`src/rtl/mac_pkg.sv`:
```
// rtl/mac_pkg.sv - shared widths, state and FIFO entry types for the MAC accumulator
package mac_pkg;

  localparam int MAC_RES_W = 19;
  localparam int MAC_OUT_W = 8;
  // Widest accumulator a FIFO entry can carry; narrower ACC_W values are sign-extended into it
  localparam int MAC_ACC_W = 32;

  typedef enum logic {
    IDLE,
    ACCUM
  } acc_state_e;

  typedef struct packed {
    logic signed [MAC_OUT_W-1:0] data;
    logic signed [MAC_ACC_W-1:0] acc;
  } fifo_entry_t;

endpackage

```
`src/rtl/mac_accumulator_if.sv`:
```
// rtl/mac_accumulator_if.sv - beat input bus and result stream of the MAC accumulator
interface mac_accumulator_if
  import mac_pkg::*;
#(
  parameter int IN_W  = MAC_RES_W,
  parameter int ACC_W = 32,
  parameter int OUT_W = MAC_OUT_W
);

  logic                    i_valid;
  logic signed [IN_W-1:0]  i_res;
  logic                    i_first;
  logic                    i_last;
  logic [4:0]              i_shift;
  logic                    o_valid;
  logic                    i_ready;
  logic signed [OUT_W-1:0] o_data;
  logic signed [ACC_W-1:0] o_acc;

  modport master (
    output i_valid, i_res, i_first, i_last, i_shift, i_ready,
    input  o_valid, o_data, o_acc
  );

  modport slave (
    input  i_valid, i_res, i_first, i_last, i_shift, i_ready,
    output o_valid, o_data, o_acc
  );

endinterface

```
`src/rtl/mac_requant.sv`:
```
// rtl/mac_requant.sv - rounding arithmetic right shift and saturation to OUT_W bits
module mac_requant
  import mac_pkg::*;
#(
  parameter int ACC_W = 32,
  parameter int OUT_W = MAC_OUT_W
) (
  input  logic signed [ACC_W-1:0] acc,
  input  logic [4:0]              shift,
  output logic signed [OUT_W-1:0] q
);

  localparam logic signed [ACC_W:0] SAT_MAX = {{(ACC_W+2-OUT_W){1'b0}}, {(OUT_W-1){1'b1}}};
  localparam logic signed [ACC_W:0] SAT_MIN = {{(ACC_W+2-OUT_W){1'b1}}, {(OUT_W-1){1'b0}}};

  logic signed [ACC_W:0] ext;
  logic signed [ACC_W:0] rnd;
  logic signed [ACC_W:0] sum;
  logic signed [ACC_W:0] shr;

  // One guard bit keeps the half-LSB rounding add from wrapping at the positive extreme
  always_comb begin
    ext = {acc[ACC_W-1], acc};
    rnd = (shift != 5'd0) ? ((ACC_W+1)'(1) <<< (shift - 5'd1)) : '0;
    sum = ext + rnd;
    shr = sum >>> shift;
    if (shr > SAT_MAX) begin
      q = SAT_MAX[OUT_W-1:0];
    end else if (shr < SAT_MIN) begin
      q = SAT_MIN[OUT_W-1:0];
    end else begin
      q = shr[OUT_W-1:0];
    end
  end

endmodule

```
`src/rtl/mac_accumulator.sv`:
```
// rtl/mac_accumulator.sv - accumulates MAC partial sums, requantizes on the last beat, buffers results
module mac_accumulator
  import mac_pkg::*;
#(
  parameter int IN_W  = MAC_RES_W,
  parameter int ACC_W = 32,
  parameter int OUT_W = MAC_OUT_W,
  parameter int DEPTH = 2
) (
  input  logic                i_clk,
  input  logic                i_nrst,
  mac_accumulator_if.slave    bus,
  input  logic                i_clr_err,
  output logic                o_acc_ovf,
  output logic                o_drop,
  output logic                o_seq_err
);

  localparam int PW = (DEPTH > 1) ? $clog2(DEPTH) : 1;
  localparam int CW = $clog2(DEPTH + 1);

  acc_state_e              state;
  logic signed [ACC_W-1:0] acc;
  logic signed [ACC_W-1:0] res_ext;
  logic signed [ACC_W-1:0] acc_next;
  logic                    start;
  logic                    ovf_ev;
  logic                    seq_ev;
  logic signed [OUT_W-1:0] rq;

  fifo_entry_t             mem [DEPTH];
  fifo_entry_t             new_entry;
  fifo_entry_t             last_q;
  fifo_entry_t             head;
  logic [PW-1:0]           wr_ptr;
  logic [PW-1:0]           rd_ptr;
  logic [CW-1:0]           count;
  logic                    push_req;
  logic                    pop;
  logic                    push;

  function automatic logic [PW-1:0] ptr_inc(input logic [PW-1:0] p);
    return (p == PW'(DEPTH - 1)) ? '0 : p + 1'b1;
  endfunction

  always_comb begin
    res_ext  = ACC_W'(bus.i_res);
    start    = bus.i_first || (state == IDLE);
    acc_next = start ? res_ext : acc + res_ext;
    ovf_ev   = bus.i_valid && !start && (acc[ACC_W-1] == res_ext[ACC_W-1])
               && (acc_next[ACC_W-1] != acc[ACC_W-1]);
    seq_ev   = bus.i_valid && (bus.i_first ? (state == ACCUM) : (state == IDLE));
    push_req = bus.i_valid && bus.i_last;
    pop      = (count != '0) && bus.i_ready;
    // A full FIFO still takes the new result when its head leaves on the same edge
    push     = push_req && ((count < CW'(DEPTH)) || pop);
    new_entry.data = MAC_OUT_W'(rq);
    new_entry.acc  = MAC_ACC_W'(acc_next);
  end

  mac_requant #(
    .ACC_W (ACC_W),
    .OUT_W (OUT_W)
  ) u_requant (
    .acc   (acc_next),
    .shift (bus.i_shift),
    .q     (rq)
  );

  always_ff @(posedge i_clk or negedge i_nrst) begin
    if (!i_nrst) begin
      state     <= IDLE;
      acc       <= '0;
      o_acc_ovf <= 1'b0;
      o_drop    <= 1'b0;
      o_seq_err <= 1'b0;
    end else begin
      if (bus.i_valid) begin
        state <= bus.i_last ? IDLE : ACCUM;
        acc   <= acc_next;
      end
      o_acc_ovf <= ovf_ev || (o_acc_ovf && !i_clr_err);
      o_drop    <= (push_req && !push) || (o_drop && !i_clr_err);
      o_seq_err <= seq_ev || (o_seq_err && !i_clr_err);
    end
  end

  always_ff @(posedge i_clk or negedge i_nrst) begin
    if (!i_nrst) begin
      wr_ptr <= '0;
      rd_ptr <= '0;
      count  <= '0;
      last_q <= '0;
    end else begin
      if (push) begin
        wr_ptr <= ptr_inc(wr_ptr);
      end
      if (pop) begin
        rd_ptr <= ptr_inc(rd_ptr);
        last_q <= mem[rd_ptr];
      end
      count <= count + CW'(push) - CW'(pop);
    end
  end

  always_ff @(posedge i_clk) begin
    if (push) begin
      mem[wr_ptr] <= new_entry;
    end
  end

  // With the FIFO empty the outputs keep showing the most recently popped entry
  always_comb begin
    head        = (count != '0) ? mem[rd_ptr] : last_q;
    bus.o_valid = (count != '0);
    bus.o_data  = head.data[OUT_W-1:0];
    bus.o_acc   = head.acc[ACC_W-1:0];
  end

endmodule
```
`src/flat_wrapper.sv`:
```
// flat-port wrapper written by rule: the top's interface ports become plain ports
module mac_accumulator_flat import mac_pkg::*;
#(
  parameter int IN_W  = MAC_RES_W,
  parameter int ACC_W = 32,
  parameter int OUT_W = MAC_OUT_W,
  parameter int DEPTH = 2
)
  (i_clk, i_nrst, i_clr_err, o_acc_ovf, o_drop, o_seq_err, bus_i_valid, bus_i_res, bus_i_first, bus_i_last, bus_i_shift, bus_i_ready, bus_o_valid, bus_o_data, bus_o_acc);
  mac_accumulator_if #(.IN_W(IN_W), .ACC_W(ACC_W), .OUT_W(OUT_W)) bus_i ();
  input  logic i_clk;
  input  logic i_nrst;
  input  logic i_clr_err;
  output logic o_acc_ovf;
  output logic o_drop;
  output logic o_seq_err;
  input wire logic [$bits(bus_i.i_valid)-1:0] bus_i_valid;
  input wire logic [$bits(bus_i.i_res)-1:0] bus_i_res;
  input wire logic [$bits(bus_i.i_first)-1:0] bus_i_first;
  input wire logic [$bits(bus_i.i_last)-1:0] bus_i_last;
  input wire logic [$bits(bus_i.i_shift)-1:0] bus_i_shift;
  input wire logic [$bits(bus_i.i_ready)-1:0] bus_i_ready;
  output wire logic [$bits(bus_i.o_valid)-1:0] bus_o_valid;
  output wire logic [$bits(bus_i.o_data)-1:0] bus_o_data;
  output wire logic [$bits(bus_i.o_acc)-1:0] bus_o_acc;
  assign bus_i.i_valid = bus_i_valid;
  assign bus_i.i_res = bus_i_res;
  assign bus_i.i_first = bus_i_first;
  assign bus_i.i_last = bus_i_last;
  assign bus_i.i_shift = bus_i_shift;
  assign bus_i.i_ready = bus_i_ready;
  assign bus_o_valid = bus_i.o_valid;
  assign bus_o_data = bus_i.o_data;
  assign bus_o_acc = bus_i.o_acc;
  mac_accumulator #(.IN_W(IN_W), .ACC_W(ACC_W), .OUT_W(OUT_W), .DEPTH(DEPTH)) u_core (.i_clk(i_clk), .i_nrst(i_nrst), .bus(bus_i), .i_clr_err(i_clr_err), .o_acc_ovf(o_acc_ovf), .o_drop(o_drop), .o_seq_err(o_seq_err));
endmodule
```
`config.mk`:
```
export PLATFORM = sky130hd
export DESIGN_NAME = mac_accumulator_flat
export DESIGN_NICKNAME = d
export VERILOG_FILES = /design/src/rtl/mac_pkg.sv /design/src/rtl/mac_accumulator_if.sv /design/src/rtl/mac_requant.sv /design/src/rtl/mac_accumulator.sv /design/src/flat_wrapper.sv
export SDC_FILE = /design/constraint.sdc
export NUM_CORES = 1
export LEC_CHECK = 0
export ABC_AREA = 1
export CORE_UTILIZATION = 55
export DETAILED_ROUTE_END_ITERATION = 10
export PLACE_DENSITY = 0.75
export SLEW_MARGIN = 10
export SYNTH_ARGS = -nofsm -noshare
export SYNTH_HDL_FRONTEND = slang
export SYNTH_HIERARCHICAL = 1
export SYNTH_SLANG_ARGS = --single-unit
```
`constraint.sdc`:
```
create_clock -name i_clk -period 4.4 [get_ports i_clk]
set_input_delay 0.44 -clock i_clk [delete_from_list [all_inputs] [get_ports i_clk]]
set_output_delay 0.44 -clock i_clk [all_outputs]
set_load 0.01 [all_outputs]
```
# Word level (Yosys, flattened, before mapping)
# Memory sizes are Yosys's and may differ from the RTL's.
# Cells that the tools add are included.
# word_totals
n_memories	1
inputBits	31
register_bits	80
mem_bits_rw	80
# classes
eq_ne	2
muxes	11
shift	2
bitwise	1
add_sub_neg	7
n_reduce_logical	21
order_cmp	3
# mem_list
name	words	word_bits	read_ports	rd_ports_with_merged_regs	wr	line_no	text
u_core.mem	2	40	1	0	1	mac_accumulator.sv:31	fifo_entry_t mem [DEPTH];
# ops
operator	count
40-bit 2-to-1 mux	1
32-bit by 33-bit adder with 33-bit output	1
33-bit by 8-bit > comparator with 1-bit output, second input constant	1
33-bit by 8-bit less-than comparator with 1-bit output, second input constant	1
33-bit 2-to-1 mux	1
1-bit by 5-bit <<< shifter with 33-bit output, first input constant	1
33-bit by 5-bit >>> shifter with 33-bit output	1
32-bit by 19-bit adder with 32-bit output	1
32-bit 2-to-1 mux	1
8-bit 2-to-1 mux	2
1-bit logical AND	11
1-bit 2-to-1 mux	6
1-bit logical OR	5
5-bit nonzero test	1
5-bit by 1-bit subtractor with 5-bit output, second input constant	1
1-bit logical NOT	3
1-bit adder, second input constant	2
2-bit by 1-bit adder with 2-bit output	1
2-bit less-than comparator, second input constant	1
2-bit nonzero test	1
2-bit by 1-bit subtractor with 2-bit output	1
1-bit == test	1
1-bit != test	1
1-bit inverter	1

# Depth between registers and ports, before layout
# depth
word_depth	8
ltp_mapped	42

# Hierarchy
# The synthesis kept the hierarchy.
# modules_own_cells
mod	cells_per_inst	area_per_inst_um2	instances
mac_accumulator	1141	8993.6	1
mac_requant	1281	6058.3	1

# Least setup slack after synthesis
# Ideal clock, no wire load.
# synth_timing
path_kind	input to register
startpoint	input port bus_i_res[0]
endpoint	memory u_core/mem[0][32] (netlist bit) (data pin)
path_buffers	0
stages	37
arrival_ns	4.076
required_ns	4.139
path_slack_ns	0.063
path_cell_list	ha_1 inv_1 fa_1 inv_1 nand3_1 nand2_2 nand2_2 nand2_4 nand3_2 nand2_2 inv_2 or2_1 nand3_2 and2_1 ha_1 nand2_1 inv_2 nand2_1 nand2_1 nand2_1 nand2_1 a21oi_1 nand2_1 nand2_1 nand3_1 nand3_1 nand2_1 nand2_1 nand3_1 nand3_1 nand2_1 nor2_2 nand3_1 nor2_1 nand2_1 nand3_2 nand2_1
# synth_between
elab_chain_len	7
elab_cells_between_ends	8
cone_classes	add/sub (2); order compare (2); shift (1); mux (3)
# synth_rtl
item	line_no	text
from (decl)	flat_wrapper.sv:18	input wire logic [$bits(bus_i.i_res)-1:0] bus_i_res;
32-bit by 19-bit adder with 32-bit output (*)	mac_accumulator.sv:49	acc_next = start ? res_ext : acc + res_ext;
32-bit 2-to-1 mux (*)	mac_accumulator.sv:49	
named net u_core.acc_next[14]	mac_accumulator.sv:25	logic signed [ACC_W-1:0] acc_next;
32-bit by 33-bit adder with 33-bit output (*)	mac_requant.sv:25	sum = ext + rnd;
33-bit by 5-bit >>> shifter with 33-bit output (*)	mac_requant.sv:26	shr = sum >>> shift;
33-bit by 8-bit less-than comparator with 1-bit output	mac_requant.sv:29	end else if (shr < SAT_MIN) begin
8-bit 2-to-1 mux	mac_requant.sv:29	
8-bit 2-to-1 mux (*)	mac_requant.sv:27	if (shr > SAT_MAX) begin
named net u_core.rq[0]	mac_accumulator.sv:29	logic signed [OUT_W-1:0] rq;
to (decl)	mac_accumulator.sv:31	
# The timed path passes the listed nets; every way through them passes the cells marked *.

# Worst setup path in the final report
# layout_timing
startpoint	register u_core.acc[0]
endpoint	memory u_core/mem[1][33] (netlist bit) (data pin)
# layout_between
elab_chain_len	7
elab_cells_between_ends	8
cone_classes	add/sub (2); order compare (2); shift (1); mux (3)
# layout_rtl
item	line_no	text
from (decl)	mac_accumulator.sv:23	logic signed [ACC_W-1:0] acc;
from (signal assigned)	mac_accumulator.sv:80	acc <= acc_next;
32-bit by 19-bit adder with 32-bit output (*)	mac_accumulator.sv:49	
32-bit 2-to-1 mux (*)	mac_accumulator.sv:49	
named net u_core.acc_next[30]	mac_accumulator.sv:25	
32-bit by 33-bit adder with 33-bit output (*)	mac_requant.sv:25	
33-bit by 5-bit >>> shifter with 33-bit output (*)	mac_requant.sv:26	
33-bit by 8-bit less-than comparator with 1-bit output	mac_requant.sv:29	
8-bit 2-to-1 mux	mac_requant.sv:29	
8-bit 2-to-1 mux (*)	mac_requant.sv:27	
named net u_core.rq[1]	mac_accumulator.sv:29	
# Marks and branches as above.

==> qor.txt <==
Routed Wire Length - 57.0 mm
Vias - 18.0k
CTS tree - done
Most frequent cells after synthesis - 932 x nand2_1, 365 x nand3_1, 293 x inv_1
Final WS setup - -0.519 ns
Pleak - 10.7 nW
Vias in the first global route - 16.9k
Largest net degree at the start of global routing - 82
CP Capture Type - flip-flop
DR pass1 iterations - 6
Post-Synthesis Net Count - 2521
DR vias/cell - 5.74
Final antenna-violating net count - 1
Final period util - 112%
Cell internal pwr - 4.77 mW
Post-Syn Area - 15100 um2
Routability Congestion - 1.04
Number of synthesized flops with an enable pin - 80
CTS Buffer Depth - 2
Fillers - 1917
Flip-flop and latch count after synthesis - 160
Synthesized area per cell - 6.21 um2
Final Hold Viols - 0
Total of warnings raised by yosys - 6
DRC viols - 0
Largest area contributor in the netlist - nand2_1
F_max - 0.203 GHz
Commonest register cell after synthesis - edfxtp_1
Layout cell share with drive strength beyond 1 - 31.4%
Synth top area share - 23.2%
Worst clock skew - 0.0292 ns
Ports - 75
Syn-to-layout area delta - 40.5%
Setup CP Type - reg2reg
Failing checks - antenna rules, setup timing
# H-tree levels - 4
Worst endpoint required time - 4.58 ns
Fin Setup TNS - -7.12 ns
# setup viols final - 14
Row count - 60
Nets@finish - 2872
Worst-Margin Slew - 1.13 ns
Startpoint types - flip-flop
Most instantiated library cell after synthesis - nand2_1
Slowest stage delay, CP - 0.36 ns
Worst skew pair latency - 0.44 ns
DIE HEIGHT - 167 um
Combinational share of power - 57.4%
DIE AREA - 28000 um2
GRT overflow - 0
First-pass GRT wire length - 85.9 mm
RSZ-0062 raised after global routing - yes
Core area - 26900 um2
Max_slew headroom - 24.8%
Slew Limit Fails - 0
Initial core utilization - 56.0%
CTS clk-pin slew, worst paths - 0.09 ns
Total track usage - 38.9%
Switching Fraction - 43.8%
Seq/Total Area, Yosys - 29.3%
Wire length per cell - 18.2 um
Worst EP arrival - 5.10 ns
Detailed Route Iter0 Violations - 2104
Top cells by area, synth - nand2_1 23%, edfxtp_1 16%, dfrtp_1 13%
Place WS - -1.38 ns
CTS Sinks - 160
Port bufs - 74
Hold-fix buffers, CTS - 0
Initial antenna violation count - 1
Period minus WS final - 4.92 ns
VDD IR max - 0.000258 V
Tot Pwr - 8.49 mW
Reg area - 4400 um2
Status - finished with violations
Synth Instances - 2422
Netlist cell types - 53
Switching Power - 3.72 mW
Worst path slowest cell - dfrtp_1
Most used cell, CP - nand3_2
CP max FO - 7
Multi-input logic area - 11100 um2
# Max-Cap Violations - 0
TritonCTS Buffers - 17
Clock power share - 18.0%
Die width - 167 um
Finished Core Util - 78.7%
CTS root buffer - clkbuf_16
Sequential power share - 24.7%
Synth async-reset ratio - 50.0%
Power density over the cells - 401 nW/um2
Hold/Removal Path Class - in2async
HPWL after DPL - 40.5 mm
-- metal layers --
layer	share of wire (%)	up-vias	track usage [%]	wire, um
met5	0	-	0	0
met4	5.0	0	18.5	2820
li1	-	8474	-	-
met3	8.7	206	5.96	4970
met1	40	8286	50.1	22600
met2	47	1015	64.2	26600
-- through the flow --
step | cells | area (um2) | hold slack [ns]
after floorplan | 2422 | 15100 | 0.144
after global placement | 3056 | 18200 | 0.462
after detailed placement | 3056 | 18200 | 0.474
after CTS | 3108 | 20000 | 0.252
after global routing | 3127 | 21100 | 0.293
final | 3132 | 21200 | 0.185
-- final cells by class --
class / count / area share, %
Antenna cell: 5 / 0.0592
Timing Repair Buffer: 421 / 16.1
Sequential cell: 160 / 20.8
Multi-Input combinational cell: 1861 / 52.5
Clock buffer: 18 / 2.08
Tap cell: 341 / 2.02
Clock inverter: 14 / 0.757
Inverter: 312 / 5.60
-- timing repair --
| item | 4_1_cts | 5_1_grt |
|---|---|---|
| resized for setup | 227 | 237 |
| setup buffers | 19 | 20 |
| pin swaps | 66 | 103 |
| cloned | 1 | 0 |
| endpoints found under the setup margin | 14 | 14 |
-- worst paths after layout --
kind,startpoint,end,slack (ns),cells past startpoint
setup / recovery,u_core/acc[0],u_core/mem[1][33],-0.52,37
hold / removal,i_nrst,u_core/last_q[17],0.18,1
setup reg to reg,u_core/acc[0],u_core/mem[1][33],-0.52,37
hold reg to reg,u_core/o_acc_ovf,u_core/o_acc_ovf,0.50,2
max in group asynchronous,i_nrst,u_core/acc[31],3.44,1
min in group i_clk,bus_i_res[17],u_core/acc[17],0.40,3
-- worst max-delay path: cells and delay by family, from the launching register on --
family	cells	cell delay, ns
compound gates	2	0.36
flops	1	0.36
buf+inv	5	0.41
fa+ha+maj	3	0.76
simple gates	27	2.77
-- layout by cell type (no fill, tap or decap), drive strengths merged, types with 2 or more instances in the layout --
cell type	synthesis	layout
nand3	403	403
clkdlybuf4s50	0	52
buf	49	349
o21ai	114	114
xnor2	17	17
a31oi	5	5
nor2	156	156
fa	2	2
diode	0	5
xor2	8	8
dlymetal6s2s	0	3
o211ai	4	4
nand4	18	18
nand2	972	972
clkbuf	40	18
nor3	8	8
o21bai	7	7
nor4	5	5
clkinvlp	0	2
ha	66	66
a21oi	50	50
dfrtp	80	80
dlygate4sd2	0	16
clkinv	5	10
o21a	2	2
and2	3	3
nand3b	2	2
inv	307	314
or2	12	12
edfxtp	80	80
-- sequential cells by signal, indices dropped and copies added, names as in the netlist --
name	count
u_core/mem	80
u_core/last_q	40
u_core/acc	32
u_core/count	2
u_core/o_acc_ovf	1
u_core/o_drop	1
u_core/o_seq_err	1
u_core/rd_ptr	1
u_core/state	1
u_core/wr_ptr	1
-- power by group through the flow --
| stage | Clock, mW | Sequential, mW | Combinational (mW) |
|---|---|---|---|
| 2_1_floorplan | 0 | 2.07 | 2.39 |
| 3_3_place_gp | 0 | 2.09 | 4.08 |
| 3_5_place_dp | 0 | 2.10 | 4.17 |
| 4_1_cts | 1.53 | 2.09 | 4.50 |
| 5_1_grt | 1.58 | 2.12 | 5.27 |
| 6_report | 1.52 | 2.09 | 4.87 |
-- cells by family after synthesis --
group                      after synthesis  share of synthesized area [%]
buffers and inverters                  401                           10.6
AOI/OAI and AO/OA                      188                           6.87
and+or+nand+nor                       1579                           46.1
other                                    1                         0.0249
adders and majority gates               68                           5.75
xor gates and xnor gates                25                           1.45
DFF                                    160                           29.3
No activity file was read; power rests on OpenSTA's default activity.
